===== src/rtl/miyajiro_loader_pkg.sv =====
// Shared types and constants for the MIYAJIRO boot-time program loader.
package miyajiro_loader_pkg;

   typedef enum logic [2:0] {
      RECV_LEN  = 3'd0,
      RECV_DATA = 3'd1,
      CHK       = 3'd2,
      DONE      = 3'd3,
      ERROR     = 3'd4
   } loader_state_t;

   localparam int BYTES_PER_WORD = 4;
   localparam int LEN_BYTES      = 4;

   function automatic logic [7:0] fold_byte(input logic [7:0] acc, input logic [7:0] b);
      return acc ^ b;
   endfunction

endpackage


===== src/rtl/miyajiro_byte_packer.sv =====
// Little-endian byte-to-word packer shared by the length header and the data words.
// word_valid_o is combinational so the completed word can be registered on the same edge.
module miyajiro_byte_packer
   import miyajiro_loader_pkg::*;
(
   input  logic        clk,
   input  logic        reset_n,
   input  logic        byte_valid_i,
   input  logic [7:0]  byte_data_i,
   output logic        word_valid_o,
   output logic [31:0] word_o
);

   localparam logic [1:0] LAST_IDX = 2'(BYTES_PER_WORD - 1);

   logic [1:0]  idx_q, idx_d;
   logic [23:0] shift_q, shift_d;

   assign word_valid_o = byte_valid_i && (idx_q == LAST_IDX);
   assign word_o       = {byte_data_i, shift_q};

   // Next-state for the byte index and the three low bytes of the word
   always_comb begin
      idx_d   = idx_q;
      shift_d = shift_q;
      if (byte_valid_i) begin
         case (idx_q)
            2'd0:    shift_d[7:0]   = byte_data_i;
            2'd1:    shift_d[15:8]  = byte_data_i;
            2'd2:    shift_d[23:16] = byte_data_i;
            default: shift_d        = shift_q;
         endcase
         idx_d = idx_q + 2'd1;
      end else begin
         idx_d = idx_q;
      end
   end

   // Byte index and partial-word registers
   always_ff @(posedge clk or posedge reset_n) begin
      if (reset_n) begin
         idx_q   <= 2'd0;
         shift_q <= 24'd0;
      end else begin
         idx_q   <= idx_d;
         shift_q <= shift_d;
      end
   end

endmodule


===== src/rtl/miyajiro_program_loader.sv =====
// Loads a length-prefixed UART byte stream into instruction memory, then releases the core.
// Optional trailing XOR checksum byte: define MIYAJIRO_LOADER_CHECKSUM_EN.
module miyajiro_program_loader
   import miyajiro_loader_pkg::*;
#(
   parameter int ADDR_WIDTH = 10,
   parameter int DATA_WIDTH = 32
) (
   input  logic                  clk,
   input  logic                  reset_n,
   input  logic                  rx_valid,
   input  logic [7:0]            rx_data,
   output logic                  imem_we,
   output logic [ADDR_WIDTH-1:0] imem_addr,
   output logic [DATA_WIDTH-1:0] imem_wdata,
   output logic                  cpu_run,
   output logic                  load_err,
   output logic [ADDR_WIDTH:0]   words_loaded
);

   localparam logic [31:0]         MAX_WORDS_C = 32'd1 << ADDR_WIDTH;
   localparam logic [ADDR_WIDTH:0] ONE_C       = (ADDR_WIDTH + 1)'(1);
`ifdef MIYAJIRO_LOADER_CHECKSUM_EN
   localparam loader_state_t END_STATE = CHK;
`else
   localparam loader_state_t END_STATE = DONE;
`endif

   loader_state_t         state_q;
   logic                  imem_we_q;
   logic [ADDR_WIDTH-1:0] imem_addr_q;
   logic [DATA_WIDTH-1:0] imem_wdata_q;
   logic                  cpu_run_q;
   logic                  load_err_q;
   logic [ADDR_WIDTH:0]   words_loaded_q;
   logic [ADDR_WIDTH:0]   len_q;
   logic [ADDR_WIDTH:0]   words_next;
`ifdef MIYAJIRO_LOADER_CHECKSUM_EN
   logic [7:0]            csum_q;
`endif

   logic        pk_valid;
   logic        pk_word_valid;
   logic [31:0] pk_word;

   // Bytes reach the packer only while a header or data word is being collected
   assign pk_valid   = rx_valid && ((state_q == RECV_LEN) || (state_q == RECV_DATA));
   assign words_next = words_loaded_q + ONE_C;

   miyajiro_byte_packer u_packer (
      .clk          (clk),
      .reset_n      (reset_n),
      .byte_valid_i (pk_valid),
      .byte_data_i  (rx_data),
      .word_valid_o (pk_word_valid),
      .word_o       (pk_word)
   );

   // Loader FSM with registered memory-write and core-control outputs
   always_ff @(posedge clk or posedge reset_n) begin
      if (reset_n) begin
         state_q        <= RECV_LEN;
         imem_we_q      <= 1'b0;
         imem_addr_q    <= '0;
         imem_wdata_q   <= '0;
         cpu_run_q      <= 1'b0;
         load_err_q     <= 1'b0;
         words_loaded_q <= '0;
         len_q          <= '0;
`ifdef MIYAJIRO_LOADER_CHECKSUM_EN
         csum_q         <= 8'h00;
`endif
      end else begin
         imem_we_q <= 1'b0;
         case (state_q)
            RECV_LEN: begin
               if (pk_word_valid) begin
                  if (pk_word == 32'd0) begin
                     state_q <= END_STATE;
                  end else if (pk_word > MAX_WORDS_C) begin
                     state_q    <= ERROR;
                     load_err_q <= 1'b1;
                  end else begin
                     len_q   <= pk_word[ADDR_WIDTH:0];
                     state_q <= RECV_DATA;
                  end
               end
            end
            RECV_DATA: begin
`ifdef MIYAJIRO_LOADER_CHECKSUM_EN
               if (rx_valid) begin
                  csum_q <= fold_byte(csum_q, rx_data);
               end
`endif
               if (pk_word_valid) begin
                  imem_we_q      <= 1'b1;
                  imem_addr_q    <= words_loaded_q[ADDR_WIDTH-1:0];
                  imem_wdata_q   <= pk_word;
                  words_loaded_q <= words_next;
                  if (words_next == len_q) begin
                     state_q <= END_STATE;
                  end
               end
            end
            CHK: begin
`ifdef MIYAJIRO_LOADER_CHECKSUM_EN
               if (rx_valid) begin
                  if (rx_data == csum_q) begin
                     state_q <= DONE;
                  end else begin
                     state_q    <= ERROR;
                     load_err_q <= 1'b1;
                  end
               end
`else
               state_q    <= ERROR;
               load_err_q <= 1'b1;
`endif
            end
            DONE: begin
               cpu_run_q <= 1'b1;
            end
            ERROR: begin
               load_err_q <= 1'b1;
               cpu_run_q  <= 1'b0;
            end
            default: begin
               state_q    <= ERROR;
               load_err_q <= 1'b1;
               cpu_run_q  <= 1'b0;
            end
         endcase
      end
   end

   assign imem_we      = imem_we_q;
   assign imem_addr    = imem_addr_q;
   assign imem_wdata   = imem_wdata_q;
   assign cpu_run      = cpu_run_q;
   assign load_err     = load_err_q;
   assign words_loaded = words_loaded_q;

endmodule

===== config.mk =====
export PLATFORM = sky130hd
export DESIGN_NAME = miyajiro_program_loader
export DESIGN_NICKNAME = d
export VERILOG_FILES = /design/src/rtl/miyajiro_loader_pkg.sv /design/src/rtl/miyajiro_byte_packer.sv /design/src/rtl/miyajiro_program_loader.sv
export SDC_FILE = /design/constraint.sdc
export NUM_CORES = 1
export LEC_CHECK = 0
export CORE_MARGIN = 4
export CORE_UTILIZATION = 57
export DETAILED_ROUTE_END_ITERATION = 6
export PLACE_DENSITY = 0.84
export SYNTH_ARGS = -nofsm -noshare
export SYNTH_HDL_FRONTEND = slang
export SYNTH_SLANG_ARGS = --single-unit

===== constraint.sdc =====
create_clock -name clk -period 4.9 [get_ports clk]
set_clock_uncertainty 0.05 [all_clocks]
set_input_delay 0.735 -clock clk [delete_from_list [all_inputs] [get_ports clk]]
set_output_delay 0.735 -clock clk [all_outputs]
set_load 0.005 [all_outputs]

==> results.txt, run 1 <==
Setup crit end kind = flop
Seq cells post-synth = 96
GRT overflow = 0
Worst-Skew Late Latency = 0.37 ns
Mapped Cells = 390
drt first pass iters = 4
first-pass GRT wire length = 15,800 um
outcome = complete, no violations
Die W = 93.7 um
H-tree levels = 3
initial core utilization = 60.0%
worst vdd ir = 247 uV
Via Count = 2,992
largest family of logic cells by synthesized area = simple AND/OR/NAND/NOR gates
die area = 8790 um^2
routability congestion estimate = 0.802
CP delay by family, top = simple AND/OR/NAND/NOR gates
Syn Nets = 406
Nets = 467
Layout area overhead = 21.4%
CTS tree = built
Achievable Freq = 0.364 GHz
row cnt = 30
Antenna diodes = 0
Crit-path slowest cell = clkdlybuf4s50_1
Final Worst Setup Slack = 2.15 ns
ratio of cells with drive above 1 in the final layout = 15.6%
hold buffer count at CTS = 0
residual DRC count = 0
Root Driver = clkbuf_8
Slew headroom = 50.7%
Final setup viols = 0
top-area cell type share of the netlist area = 57.3%
Max FO, Critical Path = 11
critical path arrival = 2.95 ns
final period utilization = 56.0%
Slew @ Worst Pin = 0.738 ns
CTS Buf Count = 9
largest net degree at the start of global routing = 55
sequential-to-total area share from yosys stat = 57.3%
initial antenna violation count = 0
Finished Core Util = 72.8%
pre-CTS setup slack = 1.79 ns
vias in the first global route = 3,193
1st-iter DRT viols = 157
GRT Util Overall = 23.1%
post-synthesis mux area share = 10.5%
CP peak stage delay = 0.50 ns
Adder-Cell Fraction of Synth Area = 1.49%
io pins = 67
Worst Hold Class = reg2reg
Tmin final = 2.75 ns
static leakage = 2.48 nW
Synth Area in Compound Gates = 2.54%
Setup CP Type = in2reg
final max-slew violation count = 0
predominant post-synthesis flop cell = dfrtp_1
Synth Area in Simple Gates = 20.4%
startpoint types = input port
Post-synth EDFFs = 0
post-synthesis instance area = 4190 um^2
detailed placement HPWL = 6370 um
I/O Buffers = 66
crit-path cells = clkdlybuf4s50_1 > nor4_1 > nand4_1 > nor3_4 > nand4b_2 > mux2_4
unrepaired setup endpoints after global routing = no
Hold Fails Final Rpt = 0
Buf/Inv on CP = 1
Synth Warn # = 0
chip height = 93.7 um
vias per cell = 5.42
Max-cap violations = 0
Post-synth ARST share = 100%
Synth area leaders = dfrtp_1 57%, nand2_1 12%, mux2_2 6.7%
Synth area leader = dfrtp_1
Post-CTS Setup Repair Bufs = 0
WL final = 9210 um
Worst-path clk slew = 0.09 ns
Final ANT Viol Nets = 0
Max Buffers Root-to-Sink = 2
Cell variety after synth = 42
# resized after CTS = 0
core footprint = 6980 um^2
Sum Neg Setup Slack = 0 ns
XOR/XNOR share of the synthesized area = 4.81%
power per cell area = 341 nW/um^2
Wirelength per Cell = 16.7 um
Req. time, crit path = 5.10 ns
worst hold slack = 0.428 ns
synthesized area per cell = 10.7 um^2
clock tree sinks = 96
-- power by group --
part | total (mW) | switching [mW] | internal [mW]
registers | 1.03 | 0.124 | 0.901
logic | 0.219 | 0.0975 | 0.121
clock network | 0.489 | 0.293 | 0.195
-- logic make-up (layout without fill, tap and decap cells) --
kind of cell             count (synthesis)  count (layout)
AO/OA/AOI/OAI                           16              16
XOR/XNOR                                23              23
adder cells (fa/ha/maj)                  5               5
buffers and inverters                   25              91
flip-flops                              96              96
multiplexers                            36              36
AND/OR/NAND/NOR                        189             189
-- layer usage --
metal | part of all wire (%) | track usage [%]
met4 | 2.8 | 10.7
met3 | 4.5 | 3.69
met2 | 51 | 38.3
met5 | 0 | 0
met1 | 42 | 29.6
-- final cells by class --
class	count	area, um^2
flip-flops and latches	96	2400
fillers	537	1900
multi-input cells	269	1670
repair buffers	69	683
clock buffers	9	124
well taps	96	120
clock inverters	7	61.3
inverters	6	23.8
-- state kept, by name (all words and copies together) (netlist names) --
signal            count
imem_addr            10
state_q               3
cpu_run               1
u_packer.shift_q     24
imem_wdata           32
len_q                11
imem_we               1
load_err              1
u_packer.idx_q        2
words_loaded         11
-- cells in the mapped netlist, types with 2 or more instances --
library cell and number:
clkbuf_1 6, o21ai_0 3, or2_2 3, nand3_1 4, nor4_1 7, buf_4 2, ha_1 5, nor3_1 2
mux2_2 25, xnor2_1 13, and3_1 2, mux2_4 10, xor2_1 10, nand2_1 135, nand3_2 2, a211oi_1 2
nand4_1 6, and2_2 3, inv_1 6, nor2_1 14, dfrtp_1 96, buf_2 10, a21oi_1 5
-- per-stage QoR --
stage	total power, mW	instance area [um^2]	cells
floorplan	1.16	4190	390
global placement	1.23	4900	536
detailed placement	1.25	4900	536
CTS	1.74	5090	552
global route	1.82	5090	552
finish	1.73	5090	552
-- layout by cell type, fill, tap and decap left out, types with 2 or more instances in the layout --
| master | netlist | layout |
|---|---|---|
| a211oi_1 | 2 | 2 |
| a21oi_1 | 5 | 5 |
| and2_2 | 3 | 3 |
| and3_1 | 2 | 2 |
| buf_4 | 2 | 3 |
| clkbuf_8 | 0 | 9 |
| clkdlybuf4s50_1 | 0 | 66 |
| clkinv_4 | 0 | 2 |
| dfrtp_1 | 96 | 96 |
| ha_1 | 5 | 5 |
| inv_1 | 6 | 5 |
| inv_6 | 0 | 5 |
| mux2_2 | 25 | 25 |
| mux2_4 | 10 | 10 |
| nand2_1 | 135 | 135 |
| nand3_1 | 4 | 3 |
| nand3_2 | 2 | 3 |
| nand4_1 | 6 | 6 |
| nor2_1 | 14 | 14 |
| nor3_1 | 2 | 2 |
| nor4_1 | 7 | 7 |
| o21ai_0 | 3 | 3 |
| or2_2 | 3 | 3 |
| xnor2_1 | 13 | 13 |
| xor2_1 | 10 | 10 |
-- worst min-delay path, stage by stage, from the launching register on --
cell	delay (ns)
dfrtp_1	0.35
nand2_1	0.05
nand2_1	0.05
-- final timing paths --
check                                start              to  slack [ns]  depth (start not counted)
setup reg to reg           words_loaded[0]      state_q[1]        2.58                          7
max in group asynchronous          reset_n        len_q[1]        2.90                          3
hold reg to reg               imem_addr[2]    imem_addr[2]        0.43                          2
setup / recovery                rx_data[1]        len_q[8]        2.15                          6
hold / removal                imem_addr[2]    imem_addr[2]        0.43                          2
min in group asynchronous          reset_n  imem_wdata[24]        0.74                          2
(Power assumes the default switching activity.)
==> run 2: changes to the inputs <==
--- a/config.mk
+++ b/config.mk
@@ -6,9 +6,9 @@
 export NUM_CORES = 1
 export LEC_CHECK = 0
 export CORE_MARGIN = 4
-export CORE_UTILIZATION = 57
+export CORE_UTILIZATION = 53
 export DETAILED_ROUTE_END_ITERATION = 6
-export PLACE_DENSITY = 0.84
+export PLACE_DENSITY = 0.79
 export SYNTH_ARGS = -nofsm -noshare
 export SYNTH_HDL_FRONTEND = slang
 export SYNTH_SLANG_ARGS = --single-unit
==> constraint.sdc (replaced) <==
create_clock -name clk -period 2.8 [get_ports clk]
set_clock_uncertainty 0.05 [all_clocks]
set_input_delay 0.42 -clock clk [delete_from_list [all_inputs] [get_ports clk]]
set_output_delay 0.42 -clock clk [all_outputs]
set_load 0.005 [all_outputs]
==> run 2 against run 1 <==
  * Worst hold slack worse by 0.041 ns
  * Clock power up 95%
  * Register-to-register slack worse by 2.0 ns
  * Final cell count is 1.8% higher
  * Largest power group unchanged
  * Highest routed layer unchanged
==> results.txt, run 2 (synthesized netlist as in run 1, its figures left out) <==
worst hold slack = 0.387 ns (-0.0410 ns)
Crit-path slowest cell = dfrtp_1
Req. time, crit path = 3.01 ns (-2.09 ns)
Max Buffers Root-to-Sink = 2 (unchanged)
io pins = 67 (unchanged)
Worst R2R Start = words_loaded[0]
Antenna diodes = 0 (unchanged)
startpoint types = flop
Sum Neg Setup Slack = 0 ns (unchanged)
CP peak stage delay = 0.51 ns (about the same)
final period utilization = 81.0%
most common cell after layout, fill and taps aside = nand2_1
vias per cell = 5.26 (-3.0%)
Via Count = 2,956 (-1.2%)
largest net degree at the start of global routing = 46 (-16%)
drt first pass iters = 4 (unchanged)
Root Driver = clkbuf_8
r2r endpoint = state_q[1]
commonest non-fill, non-tap cells in the layout = 135 x nand2_1, 96 x dfrtp_1, 66 x clkdlybuf4s50_1, 25 x mux2_2, 14 x nor2_1
outcome = complete, no violations
GRT Util Overall = 20.4% (-2.7 points)
Worst-path clk slew = 0.09 ns (about the same)
CTS tree = built
1st-iter DRT viols = 181 (+15%)
# resized after CTS = 0 (unchanged)
GRT overflow = 0 (unchanged)
routability congestion estimate = 0.858 (+7.0%)
Finished Core Util = 67.5% (-5.3 points)
chip height = 96.9 um (+3.4%)
Layout area overhead = 23.9%
Tmin final = 2.27 ns
Max-cap violations = 0 (unchanged)
I/O Buffers = 66 (unchanged)
residual DRC count = 0 (unchanged)
Post-CTS Setup Repair Bufs = 0 (unchanged)
initial core utilization = 54.5% (-5.5 points)
WL final = 9110 um (-1.1%)
Max FO, Critical Path = 7 (-4)
Slew headroom = 67.3% (+17 points)
R2R cell count = 7 (unchanged)
static leakage = 2.52 nW (+1.5%)
Largest register FFs = 32 (unchanged)
hold buffer count at CTS = 0 (unchanged)
Final ANT Viol Nets = 0 (unchanged)
critical path arrival = 2.47 ns (-0.48 ns)
Setup CP Type = reg2reg
Slew @ Worst Pin = 0.490 ns (-0.249 ns)
row cnt = 32 (+6.7%)
crit-path cells = ha_1 > nand3_2 > nor3_1 > a31oi_1 > a2111oi_1 > o2111ai_1 > a311oi_1
die area = 9390 um^2 (+6.9%)
detailed placement HPWL = 6540 um (+2.7%)
power per cell area = 603 nW/um^2 (+77%)
CTS Buf Count = 9 (unchanged)
ratio of cells with drive above 1 in the final layout = 16.3% (+0.73 points)
Worst Hold Class = in2async
Worst-Skew Late Latency = 0.36 ns (about the same)
vias in the first global route = 3,026 (-5.2%)
Die W = 96.9 um (+3.4%)
worst vdd ir = 488 uV (+97%)
final max-slew violation count = 0 (unchanged)
Final setup viols = 0 (unchanged)
worst reg-to-reg setup slack = 0.53 ns (-2.05 ns)
core footprint = 7690 um^2 (+10%)
H-tree levels = 3 (unchanged)
initial antenna violation count = 0 (unchanged)
Nets = 471 (+0.86%)
Setup crit end kind = flop
Achievable Freq = 0.441 GHz
first-pass GRT wire length = 15,300 um (-3.2%)
Wirelength per Cell = 16.2 um (-2.8%)
unrepaired setup endpoints after global routing = no
Hold Fails Final Rpt = 0 (unchanged)
clock tree sinks = 96 (unchanged)
==> run 2: changes by cell type in the layout (fill, tap and decap cells not counted), sizes merged <==
cell,change
clkinv,-2
buf,+4
inv,-2
clkinvlp,+2
bufinv,+1
clkbuf,+1
==> run 2: layout make-up <==
class / count / area [um^2]
fill: 599 / 2500
sequential: 96 / 2400
multi-input combinational: 269 / 1670
timing repair buffer: 73 / 751
clock buffer: 10 / 138
tap: 102 / 128
clock inverter: 6 / 75.1
inverter: 6 / 26.3
==> run 2: power breakdown <==
group          total (mW)  switching [mW]  internal, mW
Combinational       0.379           0.163         0.216
Sequential           1.80           0.222          1.58
Clock               0.954           0.502         0.452
Total                3.13           0.887          2.25
==> run 2: stage by stage <==
| stage | worst slack [ns] | power (mW) | cell area (um^2) | cells |
|---|---|---|---|---|
| 2_1_floorplan | 0.844 | 2.03 | 4190 | 390 |
| 3_3_place_gp | 0.383 | 2.18 | 4980 | 546 |
| 3_5_place_dp | 0.224 | 2.20 | 4980 | 546 |
| 4_1_cts | 0.537 | 3.14 | 5190 | 562 |
| 5_1_grt | 0.355 | 3.28 | 5190 | 562 |
| 6_report | 0.532 | 3.13 | 5190 | 562 |
==> run 2: how the worst max path moves through the flow <==
stage / endpoint / start
CTS: state_q[1] / words_loaded[0]
floorplan: state_q[1] / words_loaded[0]
global placement: len_q[0] / rx_data[1]
finish: state_q[1] / words_loaded[0]
global route: state_q[1] / words_loaded[0]
detailed placement: len_q[8] / rx_data[1]
==> run 2: worst max-delay path: cells and delay by family, from the launching register on <==
kind | cells | cell delay [ns]
compound gates | 4 | 0.90
flops | 1 | 0.51
simple gates | 2 | 0.39
fa+ha+maj | 1 | 0.33
==> run 2: layer usage <==
| layer | part of all wire (%) | global-route usage (%) | routed length [um] |
|---|---|---|---|
| met1 | 42 | 26.1 | 3860 |
| met2 | 51 | 34.0 | 4600 |
| met3 | 5.2 | 4.69 | 471 |
| met4 | 2.0 | 7.24 | 180 |
| met5 | 0 | 0 | 0 |
==> run 3: changes to the inputs <==
--- a/config.mk
+++ b/config.mk
@@ -6,9 +6,9 @@
 export NUM_CORES = 1
 export LEC_CHECK = 0
 export CORE_MARGIN = 4
-export CORE_UTILIZATION = 53
+export CORE_UTILIZATION = 48
 export DETAILED_ROUTE_END_ITERATION = 6
-export PLACE_DENSITY = 0.79
+export PLACE_DENSITY = 0.76
 export SYNTH_ARGS = -nofsm -noshare
 export SYNTH_HDL_FRONTEND = slang
 export SYNTH_SLANG_ARGS = --single-unit
==> constraint.sdc (replaced) <==
create_clock -name clk -period 2 [get_ports clk]
set_clock_uncertainty 0.05 [all_clocks]
set_input_delay 0.3 -clock clk [delete_from_list [all_inputs] [get_ports clk]]
set_output_delay 0.3 -clock clk [all_outputs]
set_load 0.005 [all_outputs]
==> run 3 against run 2 <==
  * Global-route usage down 0.32 points
  * Sequential share of layout area fell by 2.4 points
  * Critical path type is now in2reg
  * Via count rose by 6.0%
  * Setup slack lost 0.47 ns
  * Worst hold slack worse by 0.21 ns
  * Wire length is 6.0% higher
==> results.txt, run 3 (synthesized netlist as in run 1, its figures left out) <==
Slew @ Worst Pin = 0.355 ns (-0.135 ns)
outcome = complete, no violations
power per cell area = 812 nW/um^2 (+35%)
Req. time, crit path = 2.21 ns (-0.80 ns)
M3 GR Usage = 2.89% (-1.8 points)
GRT Util Overall = 20.0% (-0.32 points)
first-pass GRT wire length = 16,000 um (+4.6%)
CTS Buf Count = 9 (unchanged)
Setup crit end kind = flop
io pins = 67 (unchanged)
Die W = 101 um (+4.7%)
I/O Buffers = 66 (unchanged)
GR Layer Usage met2 = 34.7% (+0.69 points)
Worst-path clk slew = 0.11 ns (+0.02 ns)
largest net degree at the start of global routing = 49 (+6.5%)
Max-cap violations = 0 (unchanged)
vias per cell = 5.27 (+0.28%)
vias in the first global route = 3,256 (+7.6%)
residual DRC count = 0 (unchanged)
GRT overflow = 0 (unchanged)
commonest non-fill, non-tap cells in the layout = 135 x nand2_1, 93 x dfrtp_1, 66 x clkdlybuf4s50_1, 31 x buf_4, 25 x mux2_2
crit-path cells = clkdlybuf4s50_1 > nor4_1 > nand2_1 > nor3_4 > nand4b_2 > buf_4 > mux2_4
r2r endpoint = state_q[1]
chip height = 101 um (+4.7%)
Antenna diodes = 0 (unchanged)
worst vdd ir = 501 uV (+2.7%)
Layout area overhead = 31.0%
CP delay by family, top = simple AND/OR/NAND/NOR gates
1st-iter DRT viols = 172 (-5.0%)
Nets = 500 (+6.2%)
WL final = 9660 um (+6.0%)
DP Area = 5200 um^2 (+4.5%)
met1 usage = 25.8% (-0.28 points)
die area = 10,300 um^2 (+9.5%)
Crit-path slowest cell = clkdlybuf4s50_1
core footprint = 8340 um^2 (+8.5%)
final instance area = 5490 um^2 (+5.7%)
Worst-Skew Late Latency = 0.38 ns (+0.02 ns)
Buf/Inv on CP = 2 (+2)
Largest register FFs = 32 (unchanged)
Setup CP Type = in2reg
Max Buffers Root-to-Sink = 2 (unchanged)
detailed placement HPWL = 6990 um (+6.8%)
static leakage = 2.66 nW (+5.6%)
startpoint types = input port
Wirelength per Cell = 16.3 um (+0.25%)
clock tree sinks = 96 (unchanged)
gr busiest metal = met2
ratio of cells with drive above 1 in the final layout = 24.1% (+7.8 points)
critical path arrival = 2.15 ns (-0.32 ns)
final max-slew violation count = 0 (unchanged)
worst reg-to-reg setup slack = 0.06 ns (-0.47 ns)
Slew headroom = 76.3% (+9.0 points)
Final setup viols = 0 (unchanged)
Max FO, Critical Path = 6 (-1)
Root Driver = clkbuf_8
Hold Fails Final Rpt = 0 (unchanged)
Finished Core Util = 65.8% (-1.7 points)
final period utilization = 97.2%
initial core utilization = 50.2% (-4.3 points)
routability congestion estimate = 0.892 (+3.9%)
CP peak stage delay = 0.44 ns (-0.07 ns)
Worst Hold Class = in2async
Final ANT Viol Nets = 0 (unchanged)
CTS tree = built
drt first pass iters = 4 (unchanged)
unrepaired setup endpoints after global routing = yes
Tmin final = 1.94 ns
Worst R2R Start = words_loaded[6]
R2R cell count = 6 (-1)
worst hold slack = 0.179 ns (-0.208 ns)
Achievable Freq = 0.515 GHz
PnR Total Power = 4.46 mW (+42%)
row cnt = 33 (+3.1%)
Via Count = 3,133 (+6.0%)
initial antenna violation count = 0 (unchanged)
most common cell after layout, fill and taps aside = nand2_1
H-tree levels = 3 (unchanged)
-- run 3: what timing repair did --
action                                 in CTS  in global routing
pin swaps                                   4                  9
endpoints found under the hold margin       0                  0
hold buffers                                0                  0
buffers inserted                            0                  1
setup endpoints to repair                   2                 15
gates resized for setup                     3                 15
-- run 3: per-layer routing --
metal / wire length [um] / part of all wire, % / vias to the layer above
met1: 4100 / 42 / 1564
met5: 0 / 0 / -
li1: - / - / 1474
met3: 441 / 4.6 / 14
met2: 4950 / 51 / 81
met4: 159 / 1.6 / 0
-- run 3: layout make-up --
type                    instances  area (um^2)
clock buffers                   9          124
multi-input cells             269         1740
repair buffers                102          985
flip-flops and latches         96         2410
well taps                     105          131
clock inverters                 7         72.6
fillers                       640         2850
inverters                       6         26.3
-- run 3: worst max-delay path by stage --
stage	from	to	slack, ns	depth (start not counted)
detailed placement	rx_data[2]	len_q[5]	-0.28	7
CTS	u_packer.shift_q[0]	len_q[10]	0.003	6
floorplan	words_loaded[0]	state_q[1]	0.04	7
finish	rx_data[2]	len_q[6]	0.06	7
global placement	rx_data[2]	len_q[1]	-0.23	7
global route	words_loaded[6]	state_q[1]	-0.07	6
-- run 3: power breakdown --
group	leakage (nW)	total [mW]	switching, mW	internal (mW)
combinational	1.28	0.722	0.309	0.412
clock	0.0970	1.25	0.760	0.491
sequential	1.28	2.49	0.277	2.21
total	2.66	4.46	1.35	3.11
-- run 3: per-stage QoR --
step / worst slack [ns] / setup TNS [ns] / std cells
2_1_floorplan: 0.0442 / 0 / 390
3_3_place_gp: -0.225 / -3.29 / 577
3_5_place_dp: -0.275 / -5.93 / 577
4_1_cts: 0.00252 / 0 / 593
5_1_grt: -0.0698 / -0.582 / 594
6_report: 0.0566 / 0 / 594
